===== src/rtl/button_debounce_multi.sv =====
// N-channel push-button conditioner: 2-FF synchroniser, tick-sampled debounce
// with hysteresis, press/release pulses, long-press and auto-repeat pulses.
module button_debounce_multi #(
  parameter int N_BTN        = 4,
  parameter int CLK_DIV      = 100,
  parameter int DEPTH        = 8,
  parameter int LONG_TICKS   = 1000,
  parameter int REPEAT_EN    = 1,
  parameter int REPEAT_TICKS = 200
) (
  input  logic             clk,
  input  logic             rst,
  input  logic [N_BTN-1:0] i_btn,
  output logic [N_BTN-1:0] o_level,
  output logic [N_BTN-1:0] o_press,
  output logic [N_BTN-1:0] o_release,
  output logic [N_BTN-1:0] o_long,
  output logic [N_BTN-1:0] o_repeat
);

  localparam int DW = $clog2(CLK_DIV);
  localparam int HW = $clog2(LONG_TICKS + 1);
  localparam int RW = (REPEAT_TICKS > 1) ? $clog2(REPEAT_TICKS) : 1;

  localparam logic [DW-1:0] DIV_LAST = DW'(CLK_DIV - 1);
  localparam logic [HW-1:0] HOLD_MAX = HW'(LONG_TICKS);
  localparam logic [HW-1:0] HOLD_PRE = HW'(LONG_TICKS - 1);
  localparam logic [RW-1:0] REP_LAST = RW'(REPEAT_TICKS - 1);
  localparam bit            REP_ON   = (REPEAT_EN != 0);

  // Shared sample-tick divider
  logic [DW-1:0] r_div;
  logic          w_tick;

  assign w_tick = (r_div == DIV_LAST);

  always_ff @(posedge clk or posedge rst) begin
    if (rst) begin
      r_div <= '0;
    end else if (w_tick) begin
      r_div <= '0;
    end else begin
      r_div <= r_div + DW'(1);
    end
  end

  logic [N_BTN-1:0] r_s1;
  logic [N_BTN-1:0] r_s2;

  // NOTE: non-blocking assignments make r_s2 take the old r_s1, giving a true two-stage synchroniser.
  always_ff @(posedge clk or posedge rst) begin
    if (rst) begin
      r_s1 <= '0;
      r_s2 <= '0;
    end else begin
      r_s1 <= i_btn;
      r_s2 <= r_s1;
    end
  end

  for (genvar k = 0; k < N_BTN; k++) begin : g_ch
    logic [DEPTH-1:0] r_sh;
    logic             r_level;
    logic             r_prev;
    logic [HW-1:0]    r_hold;
    logic [RW-1:0]    r_rep;
    logic             r_long;
    logic             r_rep_pulse;
    logic             w_hold_full;

    assign w_hold_full = (r_hold == HOLD_MAX);

    // NOTE: the sample history is reset as well, so stale samples cannot produce a level right after rst.
    always_ff @(posedge clk or posedge rst) begin
      if (rst) begin
        r_sh <= '0;
      end else if (w_tick) begin
        r_sh <= {r_s2[k], r_sh[DEPTH-1:1]};
      end
    end

    // Hysteresis: the level only moves once every sample in the window agrees.
    always_ff @(posedge clk or posedge rst) begin
      if (rst) begin
        r_level <= 1'b0;
        r_prev  <= 1'b0;
      end else begin
        r_prev <= r_level;
        if (&r_sh) begin
          r_level <= 1'b1;
        end else if (~|r_sh) begin
          r_level <= 1'b0;
        end
      end
    end

    always_ff @(posedge clk or posedge rst) begin
      if (rst) begin
        r_hold <= '0;
        r_long <= 1'b0;
      end else begin
        r_long <= r_level && w_tick && (r_hold == HOLD_PRE);
        if (!r_level) begin
          r_hold <= '0;
        end else if (w_tick && !w_hold_full) begin
          r_hold <= r_hold + HW'(1);
        end
      end
    end

    // Repeat phase only advances once the hold counter has saturated.
    always_ff @(posedge clk or posedge rst) begin
      if (rst) begin
        r_rep       <= '0;
        r_rep_pulse <= 1'b0;
      end else begin
        r_rep_pulse <= REP_ON && r_level && w_hold_full && w_tick && (r_rep == REP_LAST);
        if (!r_level || !w_hold_full) begin
          r_rep <= '0;
        end else if (w_tick) begin
          if (r_rep == REP_LAST) begin
            r_rep <= '0;
          end else begin
            r_rep <= r_rep + RW'(1);
          end
        end
      end
    end

    assign o_level[k]   = r_level;
    assign o_press[k]   = r_level & ~r_prev;
    assign o_release[k] = ~r_level & r_prev;
    assign o_long[k]    = r_long;
    assign o_repeat[k]  = r_rep_pulse;
  end

endmodule


===== config.mk =====
export PLATFORM = sky130hd
export DESIGN_NAME = button_debounce_multi
export DESIGN_NICKNAME = d
export VERILOG_FILES = /design/src/rtl/button_debounce_multi.sv
export SDC_FILE = /design/constraint.sdc
export NUM_CORES = 1
export LEC_CHECK = 0
export BUFFER_PORTS_ARGS = -buffer_cell sky130_fd_sc_hd__clkbuf_2
export CORE_UTILIZATION = 62
export DETAILED_ROUTE_END_ITERATION = 7
export PLACE_DENSITY = 0.91
export REMOVE_ABC_BUFFERS = 1
export SETUP_SLACK_MARGIN = 0.3
export SLEW_MARGIN = 20
export SYNTH_ARGS = -nofsm -noshare
export SYNTH_HDL_FRONTEND = slang
export SYNTH_SLANG_ARGS = --single-unit

===== constraint.sdc =====
create_clock -name clk -period 5.5 [get_ports clk]
set_input_delay 1.1 -clock clk [delete_from_list [all_inputs] [get_ports clk]]
set_output_delay 1.1 -clock clk [all_outputs]
set_load 0.01 [all_outputs]

# ---- After elaboration in Yosys (flattened, before gate mapping)
# Cells that the tools add are included.
dict set report totals {
  regBits 135
  latch_bits 0
  ram_bits 0
  mem_bits_ro 0
  word_cells 154
  mem_count 0
}
dict set report op_classes {
  n_addsub 9
  multipliers 0
  div 0
  n_lt_le_gt_ge 0
  n_eq_ne 21
  shift 0
  n_mux 29
  n_bitwise 16
  reduce_logical 48
}
# op count
set op_table {}
lappend op_table {{8-bit two-way mux} 12}
lappend op_table {{10-bit == test (second input constant)} 8}
lappend op_table {{10-bit two-way mux} 8}
lappend op_table {{10-bit by 1-bit adder with 10-bit output (second input constant)} 4}
lappend op_table {{8-bit by 1-bit adder with 8-bit output (second input constant)} 4}
lappend op_table {{8-bit == test (second input constant)} 4}
lappend op_table {{8-bit AND reduction} 4}
lappend op_table {{8-bit OR reduction} 4}
lappend op_table {{1-bit logical AND} 24}
lappend op_table {{1-bit bitwise AND} 8}
lappend op_table {{1-bit logical NOT} 8}
lappend op_table {{1-bit two-way mux} 8}
lappend op_table {{2-bit by 1-bit != test with 1-bit output (second input constant)} 4}
lappend op_table {{2-bit != test (second input constant)} 4}
lappend op_table {{1-bit inverter} 8}
lappend op_table {{2-bit nonzero test} 4}
lappend op_table {{7-bit by 1-bit adder with 7-bit output (second input constant)} 1}
lappend op_table {{7-bit == test (second input constant)} 1}
lappend op_table {{7-bit two-way mux} 1}
lappend op_table {{1-bit logical OR} 4}

# ---- Longest topological paths before layout
dict set report depth {
  word_depth 5
  depth_mapped 8
  mapped_depth_nobuf 6
}

# ---- Worst setup path after synthesis
# No wires, ideal clock.
dict set report synth_timing {
  path_type {reg2out}
  start {register g_ch[1].r_level}
  end {output port o_press[1]}
  t_arrival_ns 0.901
  required_time_ns 4.400
  setup_slack_ns 3.499
  path_stages_with_launch 4
  cell_sequence {dfrtp_1 > inv_1 > clkbuf_1 > nor2_1}
}
dict set report synth_via {
  elab_chain_len 1
}
# element line_no
set synth_lines {}
lappend synth_lines {{start: declaration} 63} ;# logic r_level;
lappend synth_lines {{start signal: assignment} 85} ;# r_level <= 1'b0;
lappend synth_lines {{start signal: assignment} 90} ;# r_level <= 1'b1;
lappend synth_lines {{start signal: assignment} 92} ;# r_level <= 1'b0;
lappend synth_lines {{1-bit bitwise AND} 131} ;# assign o_press[k] = r_level & ~r_prev;
lappend synth_lines {{end: declaration} 15} ;# output logic [N_BTN-1:0] o_press,
# No other way between the ends.

# ---- Final worst setup path
dict set report layout_timing {
  start {register g_ch[2].r_level}
  end {output port o_press[2]}
}
dict set report layout_via {
  elab_chain_len 1
}
# element line_no
set layout_lines {}
lappend layout_lines {{start: declaration} 63}
lappend layout_lines {{start signal: assignment} 85}
lappend layout_lines {{start signal: assignment} 90}
lappend layout_lines {{start signal: assignment} 92}
lappend layout_lines {{1-bit bitwise AND} 131}
# No other way between the ends.

==> run_results.csv <==
group,metric,value,unit
critical_path,rr_endpoint,"g_ch[3].r_hold[8]$_DFFE_PP0P_",
global_route,antenna_found_initial,0,
sta,maxSlewViolCount,0,
hold_path,holdPathEnd,"r_s2[1]$_DFF_PP0_",
clock_network,cts_tree,"done",
detailed_routing,top_layer,"met4",
hold_path,whs_path_depth,0,
sta,slew_headroom,31.5,%
place,dp.cells,804,
detailed_routing,viasPerCell,6.24,
clock_network,cts_sinks,135,
die,dieWidth,104,microns
sta,fin_tns_setup,0,ps
critical_path,required,4400,ps
critical_path,reg2reg_from,"r_div[0]$_DFF_PP0_",
yosys,synth.distinct_cells,49,
finish,fillers,632,
yosys,synth_top_area_share,52.1,%
critical_path,cp_data_arrival_time,1900,ps
critical_path,critPathKind,"reg -> out",
sta,post-route-min-period,3000,ps
clock_network,cts_buffer_depth,2,
finish,antenna_cells,0,
finish,layout_common_cells,"135 x dfrtp_1, 129 x nand2_1, 38 x o21ai_0",
critical_path,regToRegSetupSlack,2690,ps
detailed_routing,wl_met2,6670,microns
run_status,status,"complete, no violations",
clock_network,cts_setup_buffers,0,
sta,hold_slack,347,ps
place,dpl_cell_area,0.00661,sq mm
yosys,synth_enable_flop_cells,0,
detailed_routing,antenna_left,0,
die,start_util,65.1,%
detailed_routing,drt-initial-drc-count,397,
yosys,yosys_register_bits,135,
pwr,powerDensity,301,mW/mm^2
global_route,first_global_vias,5098,
yosys,seq_area_frac_synth,52.1,%
yosys,synth_area_per_cell,9.56,sq um
global_route,grt_max_degree,63,
global_route,grt-ovfl-total,0,
finish,area_growth,11.4,%
detailed_routing,drc_errors,0,
die,core_area,0.00995,sq mm
place,gp_congestion,0.837,
clock_network,clk_latency,530,ps
critical_path,path_cells,"clkinv_1 > nor2_1 > clkbuf_2",
detailed_routing,detail_route.first_pass.iterations,5,
yosys,netlist_area,0.00648,sq mm
finish,finalNonFillerCells,836,
detailed_routing,drt-met1-wl,5840,microns
pwr,p_leak,3.12,nW
finish,drive_gt1_share,10.4,%
critical_path,crit_family,"flip-flops",
detailed_routing,dr_total_vias,5217,
finish,layout_commonest_cell,"dfrtp_1",
critical_path,cp-end-kind,"primary output",
clock_network,cts.clk_slew.worst_paths,60,ps
clock_network,clockRootBuffer,"clkbuf_8",
sta,rsz0062_at_grt,"false",
sta,timing.final.crit_share,54.6,%
critical_path,worstPathMaxFanout,10,
finish,fin_area,0.00722,sq mm
place,port_buffers,25,
detailed_routing,dr_wl_met3,741,microns
detailed_routing,post_drt_wl_per_cell,16.3,microns
clock_network,htreeDepth,4,
sta,hold_viol,0,
yosys,async_flop_share,100,%
yosys,synth_area_leaders,"dfrtp_1 52%, nand2_1 7.5%, o21ai_0 2.9%, ha_1 2.5%, nand3_1 2.5%",
hold_path,min_path_type,"reg -> reg",
detailed_routing,totalWireLength,13600,microns
clock_network,ctsHoldBuffers,0,
clock_network,ctsResizeCount,0,
place,dp.final_hpwl,8420,microns
finish,nNetsFinal,709,
die,die_y,104,microns
critical_path,reg2regPathDepth,6,
die,dieArea,0.0109,sq mm
die,ios,26,
global_route,grt_usage,27.1,%
hold_path,worstHoldStart,"r_s1[1]$_DFF_PP0_",
sta,fin_skew,4.65,ps
yosys,ys.flop_type,"dfrtp_1",
sta,max_freq,0.333,GHz
yosys,yosys.area.top_type,"dfrtp_1",
job,max_cap_violations,0,
critical_path,cp_num_buf_inv,2,
sta,setup-violations-final,0,
critical_path,cp_slowest_stage_delay,580,ps
critical_path,crit_path_top_delay_cell,"dfrtp_1",
die,row_count,36,
global_route,grt_pass1_wl,23600,microns
yosys,ys_warn_count,0,
critical_path,worst_setup_path_start_kind,"flip-flop",
pwr,ir_drop,0.000167,V
clock_network,cts_buffers,17,
yosys,synthCells,678,
sta,worst_pin_slew,1020,ps
==> kinds of logic after synthesis <==
| family | Yosys count | share of synthesized area, % |
|---|---|---|
| simple gates | 344 | 27.7 |
| flops | 135 | 52.1 |
| compound gates | 93 | 8.65 |
| buf+inv | 62 | 4.73 |
| xor+xnor | 26 | 3.51 |
| fa+ha+maj | 13 | 2.51 |
| mux | 5 | 0.830 |
==> how the worst max path moves through the flow <==
stage                                startpoint                             to  slack (ps)  depth (start not counted)
CTS                 g_ch[2].r_level$_DFFE_PP0P_                     o_press[2]        2500                          3
global route        g_ch[2].r_level$_DFFE_PP0P_                     o_press[2]        2430                          3
detailed placement           r_div[0]$_DFF_PP0_  g_ch[2].r_hold[5]$_DFFE_PP0P_        2790                          6
floorplan                                   rst  g_ch[0].r_hold[0]$_DFFE_PP0P_         790                          1
finish              g_ch[2].r_level$_DFFE_PP0P_                     o_press[2]        2500                          3
global placement             r_div[0]$_DFF_PP0_  g_ch[3].r_hold[8]$_DFFE_PP0P_        2900                          6
==> layer usage <==
layer | GRT usage, % | up-vias
met5 | 0 | -
met3 | 6.20 | 43
met2 | 43.5 | 205
li1 | - | 2431
met1 | 34.5 | 2538
met4 | 14.1 | 0
==> area by class of cell <==
cell class | count | area [sq um] | area share (%)
timing repair buffer | 29 | 155 | 2.15
clock inverter | 7 | 115 | 1.59
sequential | 135 | 3380 | 46.8
clock buffer | 25 | 494 | 6.84
inverter | 26 | 100 | 1.39
tap | 133 | 166 | 2.30
multi-input combinational | 481 | 2810 | 38.9
==> stage by stage <==
step                util [%]  setup slack, ps  power, mW
floorplan                  -              789       1.03
global placement        66.4             2900       1.04
detailed placement      66.4             2790       1.04
CTS                     72.5             2500       2.18
global route            72.5             2430       2.22
finish                  72.5             2500       2.17
==> flip-flops by register name, indices dropped and copies added, names as in the netlist <==
signal / cells
g_ch.r_rep: 32
g_ch.r_rep_pulse: 4
r_s2: 4
g_ch.r_long: 4
g_ch.r_hold: 40
r_div: 7
r_s1: 4
g_ch.r_prev: 4
g_ch.r_sh: 32
g_ch.r_level: 4
==> synthesized netlist by cell type (3+ instances only) <==
| cell type | count |
|---|---|
| buf_1 | 3 |
| xor2_1 | 8 |
| nand2b_1 | 5 |
| a21oi_1 | 30 |
| nand3b_1 | 6 |
| inv_1 | 25 |
| o21ai_0 | 38 |
| mux2_2 | 3 |
| a22o_1 | 6 |
| o31ai_1 | 5 |
| a221o_1 | 9 |
| nor2_1 | 35 |
| nand3_1 | 32 |
| nand4b_1 | 4 |
| nand4_1 | 24 |
| or4_1 | 16 |
| nor2b_1 | 5 |
| and2_1 | 8 |
| or3_1 | 18 |
| and3_1 | 3 |
| nor4_1 | 23 |
| and4_1 | 5 |
| buf_4 | 14 |
| nand2_1 | 129 |
| ha_1 | 13 |
| dfrtp_1 | 135 |
| buf_2 | 5 |
| nor3_1 | 15 |
| xnor2_1 | 18 |
| clkbuf_1 | 12 |
==> power breakdown <==
group	switching (mW)	internal, mW	leakage (nW)
Combinational	0.0189	0.00232	0.971
Sequential	0.000719	0.997	1.85
Clock	0.404	0.750	0.294
Total	0.424	1.75	3.12
No activity file was read; power rests on OpenSTA's default activity.
